--- src/rtl/sram_arb_pkg.sv ---
// Shared definitions for the SRAM arbiter: one-hot sequencer states,
// requester identifiers and the inactive level of each SRAM strobe.
package sram_arb_pkg;

    typedef enum logic [3:0] {
        ST_IDLE = 4'b0001,
        ST_RD   = 4'b0010,
        ST_WR   = 4'b0100,
        ST_DONE = 4'b1000
    } state_e;

    localparam logic REQ_CPU = 1'b0;
    localparam logic REQ_LDR = 1'b1;

    localparam logic CEN_OFF = 1'b1;
    localparam logic WEN_OFF = 1'b1;
    localparam logic OEN_OFF = 1'b1;
    localparam logic DEN_OFF = 1'b0;

    // Wide enough for the largest cycle count (15); the counter never wraps.
    localparam int CNT_W = 4;

endpackage

--- src/rtl/sram_cyc_seq.sv ---
// SRAM cycle sequencer: runs one read or write with fixed strobe timing,
// then a one-cycle DONE for bus turnaround. All SRAM-facing outputs are flops.
module sram_cyc_seq
    import sram_arb_pkg::*;
#(
    parameter int AW     = 8,
    parameter int DW     = 8,
    parameter int RD_CYC = 2,
    parameter int WR_CYC = 3
) (
    input  logic          clk,
    input  logic          rst,
    input  logic          start,
    input  logic          we,
    input  logic [AW-1:0] addr,
    input  logic [DW-1:0] wdata,
    output logic          done,
    output logic          idle,
    output logic          busy,
    output logic [DW-1:0] rdata,
    output logic [AW-1:0] sram_addr,
    output logic [DW-1:0] sram_dout,
    input  logic [DW-1:0] sram_din,
    output logic          sram_cen,
    output logic          sram_wen,
    output logic          sram_oen,
    output logic          sram_den
);

    localparam logic [CNT_W-1:0] CNT_ONE  = CNT_W'(1);
    localparam logic [CNT_W-1:0] CNT_TWO  = CNT_W'(2);
    localparam logic [CNT_W-1:0] RD_LIM   = CNT_W'(RD_CYC);
    localparam logic [CNT_W-1:0] WR_LIM   = CNT_W'(WR_CYC);
    localparam logic [CNT_W-1:0] WEN_LAST = CNT_W'(WR_CYC - 1);

    state_e           state_q, state_d;
    logic [CNT_W-1:0] cnt_q, cnt_d;
    logic [AW-1:0]    addr_q, addr_d;
    logic [DW-1:0]    dout_q, dout_d;
    logic [DW-1:0]    rdata_q, rdata_d;
    logic             cen_q, cen_d;
    logic             wen_q, wen_d;
    logic             oen_q, oen_d;
    logic             den_q, den_d;
    logic             busy_q, busy_d;

    assign idle      = (state_q == ST_IDLE);
    assign busy      = busy_q;
    assign rdata     = rdata_q;
    assign sram_addr = addr_q;
    assign sram_dout = dout_q;
    assign sram_cen  = cen_q;
    assign sram_wen  = wen_q;
    assign sram_oen  = oen_q;
    assign sram_den  = den_q;

    // Next state, cycle counter and next strobe levels (strobes idle unless a cycle continues).
    always_comb begin
        state_d = state_q;
        cnt_d   = cnt_q;
        addr_d  = addr_q;
        dout_d  = dout_q;
        rdata_d = rdata_q;
        cen_d   = CEN_OFF;
        wen_d   = WEN_OFF;
        oen_d   = OEN_OFF;
        den_d   = DEN_OFF;
        done    = 1'b0;
        unique case (state_q)
            ST_IDLE: begin
                if (start) begin
                    addr_d = addr;
                    dout_d = wdata;
                    cnt_d  = CNT_ONE;
                    cen_d  = 1'b0;
                    if (we) begin
                        // First write cycle is address/data setup: wen stays high.
                        state_d = ST_WR;
                        den_d   = 1'b1;
                    end else begin
                        state_d = ST_RD;
                        oen_d   = 1'b0;
                    end
                end
            end
            ST_RD: begin
                if (cnt_q < RD_LIM) begin
                    cnt_d = cnt_q + CNT_ONE;
                    cen_d = 1'b0;
                    oen_d = 1'b0;
                end else begin
                    rdata_d = sram_din;
                    state_d = ST_DONE;
                    done    = 1'b1;
                end
            end
            ST_WR: begin
                if (cnt_q < WR_LIM) begin
                    cnt_d = cnt_q + CNT_ONE;
                    cen_d = 1'b0;
                    den_d = 1'b1;
                    // Write pulse only in the middle cycles; last cycle is data hold.
                    wen_d = ((cnt_d >= CNT_TWO) && (cnt_d <= WEN_LAST)) ? 1'b0 : WEN_OFF;
                end else begin
                    state_d = ST_DONE;
                    done    = 1'b1;
                end
            end
            ST_DONE: begin
                state_d = ST_IDLE;
            end
            default: begin
                state_d = ST_IDLE;
            end
        endcase
        busy_d = (state_d != ST_IDLE);
    end

    // Sequencer state and registered SRAM strobes/data.
    always_ff @(posedge clk) begin
        if (rst) begin
            state_q <= ST_IDLE;
            cnt_q   <= '0;
            addr_q  <= '0;
            dout_q  <= '0;
            rdata_q <= '0;
            cen_q   <= CEN_OFF;
            wen_q   <= WEN_OFF;
            oen_q   <= OEN_OFF;
            den_q   <= DEN_OFF;
            busy_q  <= 1'b0;
        end else begin
            state_q <= state_d;
            cnt_q   <= cnt_d;
            addr_q  <= addr_d;
            dout_q  <= dout_d;
            rdata_q <= rdata_d;
            cen_q   <= cen_d;
            wen_q   <= wen_d;
            oen_q   <= oen_d;
            den_q   <= den_d;
            busy_q  <= busy_d;
        end
    end

endmodule

--- src/rtl/sram_arb.sv ---
// Two-requester (CPU / loader) round-robin arbiter in front of the SRAM
// cycle sequencer. Owns the grant decision, owner tracking and ack routing.
module sram_arb
    import sram_arb_pkg::*;
#(
    parameter int AW     = 8,
    parameter int DW     = 8,
    parameter int RD_CYC = 2,
    parameter int WR_CYC = 3
) (
    input  logic          clk,
    input  logic          rst,
    input  logic          cpu_req,
    input  logic          cpu_we,
    input  logic [AW-1:0] cpu_addr,
    input  logic [DW-1:0] cpu_wdata,
    output logic          cpu_ack,
    input  logic          ldr_req,
    input  logic          ldr_we,
    input  logic [AW-1:0] ldr_addr,
    input  logic [DW-1:0] ldr_wdata,
    output logic          ldr_ack,
    output logic [DW-1:0] rdata,
    output logic [AW-1:0] sram_addr,
    output logic [DW-1:0] sram_dout,
    input  logic [DW-1:0] sram_din,
    output logic          sram_cen,
    output logic          sram_wen,
    output logic          sram_oen,
    output logic          sram_den,
    output logic          busy
);

    logic          seq_done;
    logic          seq_idle;
    logic          start;
    logic          grant_ldr;
    logic          sel_we;
    logic [AW-1:0] sel_addr;
    logic [DW-1:0] sel_wdata;

    logic owner_q, owner_d;
    logic last_grant_q, last_grant_d;
    logic cpu_ack_q, cpu_ack_d;
    logic ldr_ack_q, ldr_ack_d;

    assign cpu_ack = cpu_ack_q;
    assign ldr_ack = ldr_ack_q;

    // Round-robin grant, request mux, owner and ack/last-grant bookkeeping.
    always_comb begin
        // On a tie the loader wins only if the CPU was served last.
        grant_ldr = ldr_req & (~cpu_req | (last_grant_q == REQ_CPU));
        start     = seq_idle & (cpu_req | ldr_req);
        sel_we    = grant_ldr ? ldr_we    : cpu_we;
        sel_addr  = grant_ldr ? ldr_addr  : cpu_addr;
        sel_wdata = grant_ldr ? ldr_wdata : cpu_wdata;

        owner_d = owner_q;
        if (start) begin
            owner_d = grant_ldr ? REQ_LDR : REQ_CPU;
        end

        cpu_ack_d = seq_done & (owner_q == REQ_CPU);
        ldr_ack_d = seq_done & (owner_q == REQ_LDR);

        // The ack flops are high exactly in the DONE cycle.
        last_grant_d = last_grant_q;
        if (cpu_ack_q) begin
            last_grant_d = REQ_CPU;
        end else if (ldr_ack_q) begin
            last_grant_d = REQ_LDR;
        end
    end

    // Arbiter control registers; last_grant resets to LDR so the CPU wins the first tie.
    always_ff @(posedge clk) begin
        if (rst) begin
            owner_q      <= REQ_CPU;
            last_grant_q <= REQ_LDR;
            cpu_ack_q    <= 1'b0;
            ldr_ack_q    <= 1'b0;
        end else begin
            owner_q      <= owner_d;
            last_grant_q <= last_grant_d;
            cpu_ack_q    <= cpu_ack_d;
            ldr_ack_q    <= ldr_ack_d;
        end
    end

    sram_cyc_seq #(
        .AW     (AW),
        .DW     (DW),
        .RD_CYC (RD_CYC),
        .WR_CYC (WR_CYC)
    ) u_seq (
        .clk       (clk),
        .rst       (rst),
        .start     (start),
        .we        (sel_we),
        .addr      (sel_addr),
        .wdata     (sel_wdata),
        .done      (seq_done),
        .idle      (seq_idle),
        .busy      (busy),
        .rdata     (rdata),
        .sram_addr (sram_addr),
        .sram_dout (sram_dout),
        .sram_din  (sram_din),
        .sram_cen  (sram_cen),
        .sram_wen  (sram_wen),
        .sram_oen  (sram_oen),
        .sram_den  (sram_den)
    );

endmodule

--- config.mk ---
export PLATFORM = sky130hd
export DESIGN_NAME = sram_arb
export DESIGN_NICKNAME = d
export VERILOG_FILES = /design/src/rtl/sram_arb_pkg.sv /design/src/rtl/sram_cyc_seq.sv /design/src/rtl/sram_arb.sv
export SDC_FILE = /design/constraint.sdc
export NUM_CORES = 1
export LEC_CHECK = 0
export ABC_AREA = 1
export CAP_MARGIN = 30
export CORE_MARGIN = 2
export CORE_UTILIZATION = 38
export DETAILED_ROUTE_END_ITERATION = 6
export GPL_ROUTABILITY_DRIVEN = 0
export PLACE_DENSITY = 0.73
export SLEW_MARGIN = 5
export SYNTH_ARGS = -nofsm -noshare
export SYNTH_HDL_FRONTEND = slang
export SYNTH_HIERARCHICAL = 1
export SYNTH_SLANG_ARGS = --single-unit
--- constraint.sdc ---
create_clock -name clk -period 2 [get_ports clk]
set_clock_uncertainty 0.05 [all_clocks]
set_input_delay 0.4 -clock clk [delete_from_list [all_inputs] [get_ports clk]]
set_output_delay 0.4 -clock clk [all_outputs]
set_load 0.005 [all_outputs]
# Word-level counts from Yosys, hierarchy flattened
# Index checks and enable logic that the tools add are counted.
# word_totals
mem_bits_ro	0
output_inout_bits	31
ramBits	0
memories	0
latchBits	0
elab_cells	72
register_bits	41
input_bits	46
# classes
order_cmp	4
n_eq_ne	7
mux	27
bitwise_logic	12
add_sub_neg	1
mul	0
div_mod_pow	0
n_shift	0
reduce_logical	7
# op_table
cell	n
two-way mux 4 bit	6
one-hot mux 4 bit (3 select lines)	2
two-way mux 8 bit	2
two-way mux 1 bit	12
less-than comparator 4 x 2 -> 1 bit, second input constant	2
!= test 2 x 1 -> 1 bit, second input constant	3
NOT 1 bit	6
one-hot mux 1 bit (2 select lines)	3
adder 4 x 1 -> 4 bit, second input constant	1
bitwise AND 1 bit	4
== test 4 x 1 -> 1 bit, second input constant	1
== test 4 x 2 -> 1 bit, second input constant	1
== test 4 x 3 -> 1 bit, second input constant	1
greater-or-equal comparator 4 x 2 -> 1 bit, second input constant	1
less-or-equal comparator 4 x 2 -> 1 bit, second input constant	1
!= test 4 x 1 -> 1 bit, second input constant	1
AND reduction 2 bit	2
AND reduction 4 bit	1
two-way mux 3 bit	1
one-hot mux 1 bit (3 select lines)	1
nonzero test 3 bit	1
OR reduction 3 bit	1
OR 1 bit	2
nonzero test 2 bit	1
logical AND 1 bit	1

# Logic depth before layout (Yosys ltp)
# Gate-level depths: netlist of run 1.
# depth
ltp_word	8
ltp_mapped	12

# Hierarchy
# Netlist of run 1, hierarchy kept.
# modules_own_cells
mod	cells_each	area_each_um2	n_inst
sram_cyc_seq	182	1431.4	1
sram_arb	74	412.9	1

# Least setup slack after synthesis of run 1
# No wires, ideal clock.
# synth_timing
kind	reg2reg
startpoint	reg u_seq.state_q[2]
endpoint	reg u_seq.cnt_q[2]
n_path_buf	0
arrival_ns	1.354
setup_slack_ns	0.532
path_stages_with_launch	12
t_required_ns	1.886
period_less_slack_ns	1.468
path_cell_list	dfxtp_1 > nor2_2 > nand2_2 > inv_2 > o21ai_0 > inv_1 > inv_1 > nor2_4 > nor2_2 > nor2_2 > nor2_1 > nor2_1
# synth_between
elab_chain_len	4
elab_cells_between_ends	10
classes_between	eq/ne (6); mux (1); bitwise (1); reduce/logical (2)
# synth_rtl
element	line_no	source
from (decl)	sram_cyc_seq.sv:36	state_e state_q, state_d;
from (signal assigned)	sram_cyc_seq.sv:133	state_q <= state_d;
== test 4 x 1 -> 1 bit	sram_cyc_seq.sv:47	assign idle = (state_q == ST_IDLE);
named net seq_idle	sram_arb.sv:35	logic seq_idle;
bitwise AND 1 bit	sram_arb.sv:54	start = seq_idle & (cpu_req | ldr_req);
named net start	sram_arb.sv:36	logic start;
!= test 2 x 1 -> 1 bit (no line)	-	
AND reduction 4 bit (no line)	-	
to (signal assigned)	sram_cyc_seq.sv:134	cnt_q <= cnt_d;
to (decl)	sram_cyc_seq.sv:37	logic [CNT_W-1:0] cnt_q, cnt_d;
# The timed path passes the listed nets, and every way through them passes these cells.
# A chain may end at the register's enable or synchronous reset.

# Worst setup path in the final report of run 1
# layout_timing
startpoint	reg u_seq.state_q[2]
endpoint	reg u_seq.addr_q[4], in the netlist u_seq/sram_addr[4]
# layout_between
elab_chain_len	3
# layout_rtl
element	line_no	source
== test 4 x 1 -> 1 bit	sram_cyc_seq.sv:47	
named net seq_idle	sram_arb.sv:35	
bitwise AND 1 bit	sram_arb.sv:54	
named net start	sram_arb.sv:36	
AND reduction 2 bit (no line)	-	
to (signal assigned)	sram_cyc_seq.sv:135	addr_q <= addr_d;
to (decl)	sram_cyc_seq.sv:38	logic [AW-1:0] addr_q, addr_d;
# The timed path passes the listed nets, and every way through them passes these cells.

==> reports/results.txt, run 1 <==
Counting every net in the synthesized netlist gives 304. The floorplan step set the die height to 73.7 microns. The completed layout was analyzed and its total power is 3.37 mW.

The final period demand of the worst path works out to 1.68 ns. The count of yosys warnings during synthesis is 6. Setup repair after global routing left no endpoint under its margin. The first global-routing pass estimated 7400 microns of wire. For this design, the sink count on the clock tree is 41. The maximum level of the CTS H-tree is 2.

The die covers 5430 sq um. The average cell area after synthesis was 7.20 sq um; the switching part of the total was 33.4%. The tools report the clock root buffer as clkbuf_8.

The post-route standard cell area excluding fillers came out at 2780 sq um. The worst-case hold slack was 0.371 ns; the count of buffering cells on the critical path with inverters included was 4. Measured in cells, the most critical reg-to-reg path has a length of 10. The worst register-to-register path has a setup slack of 0.32 ns.

On the worst path, the slowest cell contributes a delay of 0.33 ns. In the layout the commonest cells are 76 x clkdlybuf4s50_1, 64 x nor2_1, 50 x nand2_1. At the pin with the least slew margin, the transition time is 0.300 ns.

Clock-pin slew was measured on the worst setup and hold paths at 0.07 ns. Clock latency on the worst-skew pair, taken at its later pin, is 0.28 ns. The mapped netlist covers 1840 sq um. The number of I/O pins came out at 77.

The final layout contains routed wiring with a total length of 4390 microns. Counting flops with a built-in enable in the synthesized netlist gives 0. After clock tree synthesis, the flow added hold-fix buffers numbering 0.

The run gives 0 as the residual overflow from global routing. The tools report the maximum clock frequency as 595 MHz. Registers are responsible for 35.9% of the overall power. The proportion of register bits with asynchronous set or reset after synthesis was 0%. The pin count of the biggest net entering global routing is 31. Starting density of the core: 39.3%. The tools report the cell area reported after detailed placement as 2660 sq um. Walking the worst path, the cells encountered are nor2_2 > nand2_2 > inv_2 > o21ai_0 > inv_1 > inv_1 > nor2_4 > buf_4 > o21ai_0 > nor2_1.

In the finished design, the share of the clock period the worst path needs comes to 84.1%. After detailed routing, the number of vias per cell comes to 4.64. Setup violations remaining at the end of the flow were counted as 0. The run gives 1.24 nW as the total leakage power. The run gives 44.2% as the part of the power in combinational logic.

The power density normalized to cell area is 1220 nW/um^2, and the critical path data arrival time is 1.86 ns. The DRC violation count after routing was 0. Family with the most delay on the worst path: simple AND/OR/NAND/NOR gates. The run gives 0 ns as the setup TNS. The detailed router placed 1820 vias in this run. The worst setup path is launched from a register. The run gives 0 as the initial antenna violation count. The flow ran to the end, and the final reports show no timing, DRC or antenna violations. Synthesis handed over a netlist of 256 instances. After floorplanning, the core was divided into 25 placement rows. The destination of the worst hold path was cpu_ack.

The floorplan step set the die width to 73.7 microns. 0 antenna diodes ended up in the layout. The number of global-route vias before repair was 1704. Number of buffers added on ports: 76. The capture instance of the worst register-to-register path was u_seq/sram_addr[4]. After detailed routing, the average wire length per cell comes to 11.2 microns.

The number of clock buffers added by TritonCTS is 5. In this run the post-CTS setup repair buffer count came out at 0. For the net switching power figure, the log shows 1.13 mW. The most common cell after layout, fill and taps aside is clkdlybuf4s50_1. The area growth from synthesis to layout is 50.5%. The number of distinct standard cells referenced by the synthesized netlist came out at 20. In the post-synthesis netlist, the biggest area contributors are dfxtp_1 45%, nor2_1 13%, nand2_1 10%.

Including well taps, the total number of placed cells is 384. The max-slew violation total from the final report is 0, and the final antenna-violating net count is 0. Summing the sequential cell areas from Yosys gives 44.5% of the chip area. In this run the worst path has a maximum fanout of 14. The clock network accounts for 19.8% of the total power.

The overall fraction of global-route tracks in use is 17.5%. The required time of the worst setup path is 2.18 ns, and the area of the core is 4690 sq um. The cell depth of the worst min-delay path is 1. Reg-to-reg startpoint: u_seq/state_q[2]. At the end of the flow, the number of nets in the layout was 385. Before antenna repair, the detailed router went through 4 iterations. Path type of the worst min-delay path: register to register.

The number of gates given a new drive strength after cts is 0. The internal power of the cells totals 2.25 mW. In the final layout, the share of cells above drive strength 1 is 10.7%. For the worst voltage drop across the vdd grid, the log shows 0.515 mV. For the HPWL after detailed placement, the log shows 3330 microns. The critical path's slowest cell was dfxtp_1. The library cell occupying the most area in the post-synthesis netlist was dfxtp_1. TritonCTS built the clock tree. No sink is reached through more buffers than the 2 on the longest clock path.

Counting the fill cells in the layout gives 456. The top cell type by area accounts for 44.5% of the synthesized area. The critical path is of the register to register type. In this run, synthesis produced a sequential element count of 41. The nature of the critical path endpoint is a register. The number of hold-slack violations in the final timing report was 0. The tools report the initial detailed-routing violation count as 109. Once layout is complete, the cells apart from fillers number 392. Leading register cell type out of synthesis: dfxtp_1. The startpoint identified for the worst hold timing path is owner_q. Headroom to the max-slew limit came out at 79.9%. For the max-capacitance violation count, the log shows 0.
[cell type report]
class	instances	area [sq um]	area share, %
Multi-Input combinational cell	187	873	31.5
Timing Repair Buffer	83	826	29.8
Sequential cell	41	821	29.6
Clock buffer	7	86.3	3.11
Inverter	19	71.3	2.57
Tap cell	54	67.6	2.43
Clock inverter	1	30.0	1.08
[logic make-up after synthesis]
logic type,after synthesis,synth area share (%)
buf+inv,28,8.14
compound gates,28,7.67
xor+xnor,1,0.475
simple gates,156,37.9
fa+ha+maj,2,1.36
flops,41,44.5
[sequential cells by signal, indices dropped and copies added (netlist names), 4 cells and up]
| signal | cells |
|---|---|
| u_seq/state_q | 4 |
| u_seq/cnt_q | 4 |
| u_seq/sram_dout | 8 |
| u_seq/rdata | 8 |
| u_seq/sram_addr | 8 |
[per-layer routing]
metal,vias up,GRT usage [%],wire (microns)
li1,962,-,-
met1,798,21.8,2010
met2,58,29.5,2080
met3,2,4.66,298
met4,0,5.45,11
met5,-,0,0
[metrics by stage]
stage	setup WS [ns]	utilization, %
floorplan	0.532	-
global placement	0.0528	56.7
detailed placement	0.0221	56.7
CTS	0.312	59.1
global route	0.0961	59.1
finish	0.318	59.1
[cells in the mapped netlist, types with 4 or more instances]
cell     count
nor2_1      64
nand2_1     50
dfxtp_1     41
o21ai_0     26
nand3_1     20
inv_1       15
nor2_2       6
buf_6        5
nand2_2      5
nand2_4      5
inv_2        4
[worst max path at each step]
stage / slack (ns) / end / startpoint / depth (start not counted)
floorplan: 0.53 / u_seq/cnt_q[2] / u_seq/state_q[2] / 11
global placement: 0.05 / u_seq/sram_dout[0] / cpu_req / 8
detailed placement: 0.02 / u_seq/cnt_q[2] / cpu_req / 9
CTS: 0.31 / u_seq/sram_addr[4] / u_seq/state_q[2] / 10
global route: 0.1 / u_seq/sram_dout[4] / u_seq/state_q[0] / 11
finish: 0.32 / u_seq/sram_addr[4] / u_seq/state_q[2] / 10
[worst reg2reg max path: stages (launching register included)]
cell	delay [ns]
dfxtp_1	0.33
nor2_2	0.14
nand2_2	0.10
inv_2	0.10
o21ai_0	0.11
inv_1	0.09
inv_1	0.07
nor2_4	0.28
buf_4	0.19
o21ai_0	0.08
nor2_1	0.10
[power groups by stage]
stage	clock [mW]	combinational [mW]	sequential, mW
floorplan	0	0.767	1.23
global placement	0	1.48	1.23
detailed placement	0	1.50	1.23
CTS	0.693	1.51	1.21
global route	0.718	1.67	1.24
finish	0.669	1.49	1.21
Power figures use the tool's default switching activity.
==> run 2: changes to the inputs <==
--- a/config.mk
+++ b/config.mk
@@ -11,7 +11,7 @@
 export CORE_UTILIZATION = 38
 export DETAILED_ROUTE_END_ITERATION = 6
 export GPL_ROUTABILITY_DRIVEN = 0
-export PLACE_DENSITY = 0.73
+export PLACE_DENSITY = 0.75
 export SLEW_MARGIN = 5
 export SYNTH_ARGS = -nofsm -noshare
 export SYNTH_HDL_FRONTEND = slang
==> constraint.sdc (replaced) <==
create_clock -name clk -period 1.4 [get_ports clk]
set_clock_uncertainty 0.05 [all_clocks]
set_input_delay 0.28 -clock clk [delete_from_list [all_inputs] [get_ports clk]]
set_output_delay 0.28 -clock clk [all_outputs]
set_load 0.005 [all_outputs]
==> run 2 against run 1 <==
Net effect:
- combinational power up 62%
- global-route usage up 0.74 points
- register-to-register slack worse by 0.30 ns
- highest routed layer unchanged
- cell count up 3.3%
- cell area up 4.8%
- critical path depth down 1
- via count up 5.3%
- fmax up 21%
- count of clock-buffer cells in the layout unchanged
- utilization up 2.9 points
- largest power group unchanged
- sequential share of layout area down 1.1 points
- hold slack better by 0.0098 ns
==> reports/results.txt, run 2 (synthesis gave the netlist of run 1 again) <==
The share of total power dissipated in the clock network is 15.4%. The register share of total power is 35.6%, and the final period demand of the worst path is 1.39 ns. The share of cells above drive strength 1 is 18.2%. The top fanout value on the critical path came out at 4. The final route contains 1917 vias. The run gives 394 as the number of placed instances with taps included. The H-tree was split into 2 levels. The first global-routing pass estimated 7580 microns of wire. The most common cell after layout, fill and taps aside was nor2_1.

For this design the ratio of total power to cell area is 1700 nW/um^2. The run gives 0 ns as the setup TNS. The fill cell instance count of the final layout was 438; the DRC violation count after routing was 0. Entering global routing, the biggest net connects 31 pins. TritonCTS built the clock tree.

The finished layout holds 405 standard cells, fillers aside. The number of hold-slack violations in the final timing report was 0. Setup violations remaining at the end of the flow were counted as 0. The floorplan has 25 rows.

The repair_antennas step left the layout with diodes totalling 0. Clock-pin slew was measured on the worst setup and hold paths at 0.07 ns. The nature of the critical path endpoint was a register. Internal portion of total power: 3.13 mW.

The flow ran to the end, and the final reports show no timing, DRC or antenna violations. Across the run, the number of max-cap violations was 0. In this run, the combinational gates consume 48.9% of the power.

The critical path data arrival time was 1.57 ns; the core utilization of the finished layout was 62.0%. The die width works out to 73.7 microns. Broken down by cell family, the worst path's largest delay share belongs to simple AND/OR/NAND/NOR gates. The mean number of vias per cell is 4.73, and the worst-margin pin slew is 0.188 ns.

The tools report the element type at the critical path start as a register. The tools report the clock root buffer as clkbuf_8. Buffers inserted to repair hold after CTS numbered 0. The initial detailed-routing violation count was 82; the switching part of the total was 36.6%.

During I/O placement, the number of pins put on the boundary was 77. Setup slack closes at 0.0133 ns. Together, buffers and inverters on the worst path number 2. The routed design has 4800 microns of wire. The longest clock path from root to sink contains 2 buffers. Summed over all cells, the static leakage comes to 1.41 nW. In the final routed layout, each cell accounts on average for 11.9 microns. The initial utilization of the core area, before any placement, comes to 39.3%. Relative to the synthesized area, the layout overhead comes to 57.7%. For the number of search-and-repair iterations in the first detailed-routing pass, the log shows 4. IR analysis of the VDD net gives a maximum drop of 0.833 mV.

In the final design database the tool counted 399 nets. The signal on the critical path passes through nor2_2 > nand2_2 > buf_4 > buf_4 > nor2_4 > nor2_2 > nor2_2 > nor2_1 > nor2_1. Global routing used 18.2% of the available tracks.

The TritonCTS buffer count was 5. The maximum clock frequency is 721 MHz, and the net switching power figure is 1.80 mW. Setup repair after global routing could not meet its margin everywhere. The initial antenna violation count was 0. The path type of the worst min-delay path was register to register.

Final antenna-violating net count: 0. By instance count, the cell type seen most on the critical path is nor2_2. During placement, the flow inserted port buffers numbering 76. The tools report the relative max-transition margin as 87.5%.

The clock reaches the later pin of the worst-skew pair after 0.29 ns. The number of global-route vias before repair was 1685; the HPWL after detailed placement was 3520 microns. Required time of the worst setup path: 1.58 ns.

In the layout the commonest cells are 60 x nor2_1, 49 x nand2_1, 45 x clkdlybuf4s50_1. The critical path is of the register to register type. In this design, the stage delay of the slowest critical-path cell is 0.33 ns.

The total area inside the core boundary comes to 4690 sq um. The clock net in this run drives a total of 41 sinks. The max-slew violation total from the final report was 0. Worst slack after detailed placement: -0.281 ns. The die is 73.7 microns tall. The ratio of final minimum period to clock period came out at 99.1%.

The critical path's slowest cell was dfxtp_1. The total overflow left after global routing is 0. The tools report the die footprint as 5430 sq um.
[run 2: cell types whose count changed in the layout (fill, tap and decap cells not counted), sizes merged]
cell and delta:
bufinv -1, inv -1, dlygate4sd2 +31, buf +14, clkinvlp +1, clkdlybuf4s50 -31
[run 2: through the flow]
step / hold slack, ns / instance area, sq um / total power [mW]
finish: 0.380 / 2910 / 4.93
global route: 0.388 / 2910 / 5.28
detailed placement: 0.362 / 2780 / 4.13
floorplan: 0.302 / 1850 / 2.87
CTS: 0.374 / 2840 / 4.73
global placement: 0.356 / 2780 / 4.08
[run 2: area by class of cell]
class | instances | area (sq um) | area share [%]
clock buffers | 7 | 86.3 | 2.97
multi-input cells | 187 | 918 | 31.6
inverters | 19 | 75.1 | 2.58
well taps | 54 | 67.6 | 2.32
repair buffers | 97 | 933 | 32.1
flip-flops and latches | 41 | 828 | 28.5
[run 2: final timing paths]
kind | from | to | slack, ns | depth (start not counted)
min | owner_q | cpu_ack | 0.38 | 1
min reg2reg | owner_q | cpu_ack | 0.38 | 1
max reg2reg | u_seq/state_q[1] | u_seq/cnt_q[2] | 0.01 | 9
max | u_seq/state_q[1] | u_seq/cnt_q[2] | 0.01 | 9
[run 2: repair_timing]
item / in CTS / in global routing
buffers inserted: 1 / 3
setup endpoints to repair: 33 / 32
resized for setup: 35 / 29
cloned: 0 / 0
pin swaps: 2 / 7
[run 2: routing by layer]
| layer | vias up | routed length (microns) | track usage (%) |
|---|---|---|---|
| met3 | 8 | 309 | 6.17 |
| met4 | 0 | 66 | 6.46 |
| met2 | 66 | 2250 | 28.4 |
| li1 | 994 | - | - |
| met1 | 849 | 2180 | 23.6 |
| met5 | - | 0 | 0 |
[run 2: power by group through the flow]
stage / clock network (mW) / registers, mW / logic, mW
6_report: 0.761 / 1.76 / 2.41
3_3_place_gp: 0 / 1.75 / 2.34
2_1_floorplan: 0 / 1.76 / 1.11
4_1_cts: 0.776 / 1.74 / 2.22
3_5_place_dp: 0 / 1.75 / 2.38
5_1_grt: 0.824 / 1.79 / 2.66
==> run 3: changes to the inputs <==
--- a/config.mk
+++ b/config.mk
@@ -11,6 +11,7 @@
 export CORE_UTILIZATION = 38
 export DETAILED_ROUTE_END_ITERATION = 6
 export GPL_ROUTABILITY_DRIVEN = 0
+export MAX_ROUTING_LAYER = met4
 export PLACE_DENSITY = 0.75
 export SLEW_MARGIN = 5
 export SYNTH_ARGS = -nofsm -noshare
==> run 3 against run 2 <==
Net effect:
- count of clock-buffer cells in the layout unchanged
- hold slack improved by 0.00051 ns
- cell area unchanged
- critical path type unchanged
- non-clock buffer count unchanged
- critical endpoint unchanged
- largest power group unchanged
- wire length increased by 0.58%
- power about the same
==> reports/results.txt, run 3 (synthesis gave the netlist of run 1 again) <==
The most common cell after layout, fill and taps aside is nor2_1. The ratio of final minimum period to clock period is 99.2%, and the starting density of the core is 39.3%. For this run the aggregate overflow at the end of global routing stands at 0. Summing over every cut layer, the via total after detailed routing is 1933. Setup violations remaining at the end of the flow were counted as 0.

CTS saw 41 sinks. The overall fraction of global-route tracks in use is 18.8%. The first detailed-routing pass took 4 iterations. The placed instances occupy a cell area of 2780 sq um. The number of buffers on the longest clock path is 2, and the mean number of vias per cell is 4.77. Across all setup checks in the final design, the least slack found is 0.0106 ns. The total leakage power was 1.41 nW.

Number of buffers added on ports: 76. The initial detailed-routing violation count is 78, and the clock transition at the registers of the reported paths is 0.07 ns. Number of buffers inserted for hold repair after clock tree synthesis: 0. The repair_antennas step left the layout with diodes totalling 0.

Across all register-to-register paths, the minimum setup slack is 0.01 ns. The clock reaches the later pin of the worst-skew pair after 0.29 ns. The post-detailed-routing wire length came out at 4830 microns.

TritonCTS built the clock tree. The classification of the worst setup path was register to register. In this run the clock root is driven by a clkbuf_8. The worst setup path is launched from a register. Across the VDD grid, the largest voltage drop is 0.833 mV. The worst slack after detailed placement was -0.281 ns; the die height was 73.7 microns. The tools report the setup TNS as 0 ns. Path type of the worst min-delay path: register to register.

For the number of standard-cell rows in the floorplan, the log shows 25. Entering global routing, the biggest net connects 31 pins. The floorplan step defined a die boundary enclosing 5430 sq um. The tools report the initial antenna violation count as 0. The run gives 438 as the fill cell instance count of the final layout. Along the worst path, the maximum fanout reaches 4. The design draws 4.93 mW.

The most numerous cell type found on the critical path is nor2_2. The H-tree was split into 2 levels. The tool flagged a number of max-cap violations equal to 0. The share of cells above drive strength 1 came out at 18.2%.

The flow ran to the end, and the final reports show no timing, DRC or antenna violations. The die width was 73.7 microns. The largest individual stage delay along the critical path comes from the cell dfxtp_1. During I/O placement, the number of pins put on the boundary was 77. The area growth from synthesis to layout is 57.7%.

The largest single stage delay on the critical path is 0.32 ns. Setup repair after global routing could not meet its margin everywhere. For the number of hold-slack violations in the final timing report, the log shows 0. Nature of the critical path endpoint: a register. STA puts the critical path data required time at 1.58 ns. TritonCTS created 5 clock buffers.

The power density normalized to cell area came out at 1690 nW/um^2. The relative max-transition margin was 86.6%. Based on the critical path, the design can be clocked at up to 720 MHz. At the worst endpoint, the arrival time is 1.57 ns. The final antenna-violating net count was 0; the average wire per standard cell was 11.9 microns. The critical path contains buffers and inverters numbering 2 combined. The worst-margin pin slew was 0.201 ns; the DRC violation count after routing was 0. Max-slew violation total from the final report: 0. The final period demand of the worst path came out at 1.39 ns.

At the end of the flow the core is filled with cells to 62.0%. The top cell types in the final layout, fill and taps aside, are 60 x nor2_1, 49 x nand2_1, 45 x clkdlybuf4s50_1. Number of global-route vias before repair: 1684. Detailed placement finished with a half-perimeter wire length of 3520 microns.

The tools report the first-pass GRT wire length as 7590 microns. The post-route standard cell area excluding fillers is 2910 sq um, and the net count of the finished layout is 399. The signal on the critical path passes through nor2_2 > nand2_2 > buf_4 > buf_4 > nor2_4 > nor2_2 > nor2_2 > nor2_1 > nor2_1. Family with the most delay on the worst path: simple AND/OR/NAND/NOR gates. The core region is 4690 sq um.
-- run 3: per-stage QoR --
step,std cells,hold slack [ns]
global placement,394,0.356
detailed placement,394,0.362
floorplan,256,0.302
CTS,402,0.374
global route,405,0.388
finish,405,0.381
-- run 3: worst paths after layout --
path | cells past startpoint | to | start
min | 1 | cpu_ack | owner_q
max reg2reg | 9 | u_seq/cnt_q[2] | u_seq/state_q[1]
max | 9 | u_seq/cnt_q[2] | u_seq/state_q[1]
min reg2reg | 1 | cpu_ack | owner_q
-- run 3: timing repair --
item	4_1_cts	5_1_grt
gates cloned	0	0
setup endpoints to repair	33	32
pin swaps	2	7
buffers inserted	1	3
endpoints found under the hold margin	0	0
gates resized for setup	35	29
-- run 3: layout make-up --
| class | count | area [sq um] | share of cell area, % |
|---|---|---|---|
| Timing Repair Buffer | 97 | 933 | 32.1 |
| Multi-Input combinational cell | 187 | 918 | 31.6 |
| Sequential cell | 41 | 828 | 28.5 |
| Clock buffer | 7 | 86.3 | 2.97 |
| Inverter | 19 | 75.1 | 2.58 |
| Tap cell | 54 | 67.6 | 2.32 |
-- run 3: report_power, final --
group	internal, mW	leakage (nW)	total (mW)	switching (mW)
sequential	1.55	0.337	1.75	0.199
clock	0.391	0.0443	0.761	0.370
combinational	1.18	1.03	2.41	1.23
total	3.13	1.41	4.93	1.80
-- run 3: metal layers --
metal / part of all wire, % / vias to the layer above / GRT usage, %
li1: - / 993 / -
met1: 44 / 857 / 24.1
met3: 7.7 / 6 / 5.49
met2: 47 / 77 / 28.4
met4: 1.0 / 0 / 6.46
met5: 0 / - / -
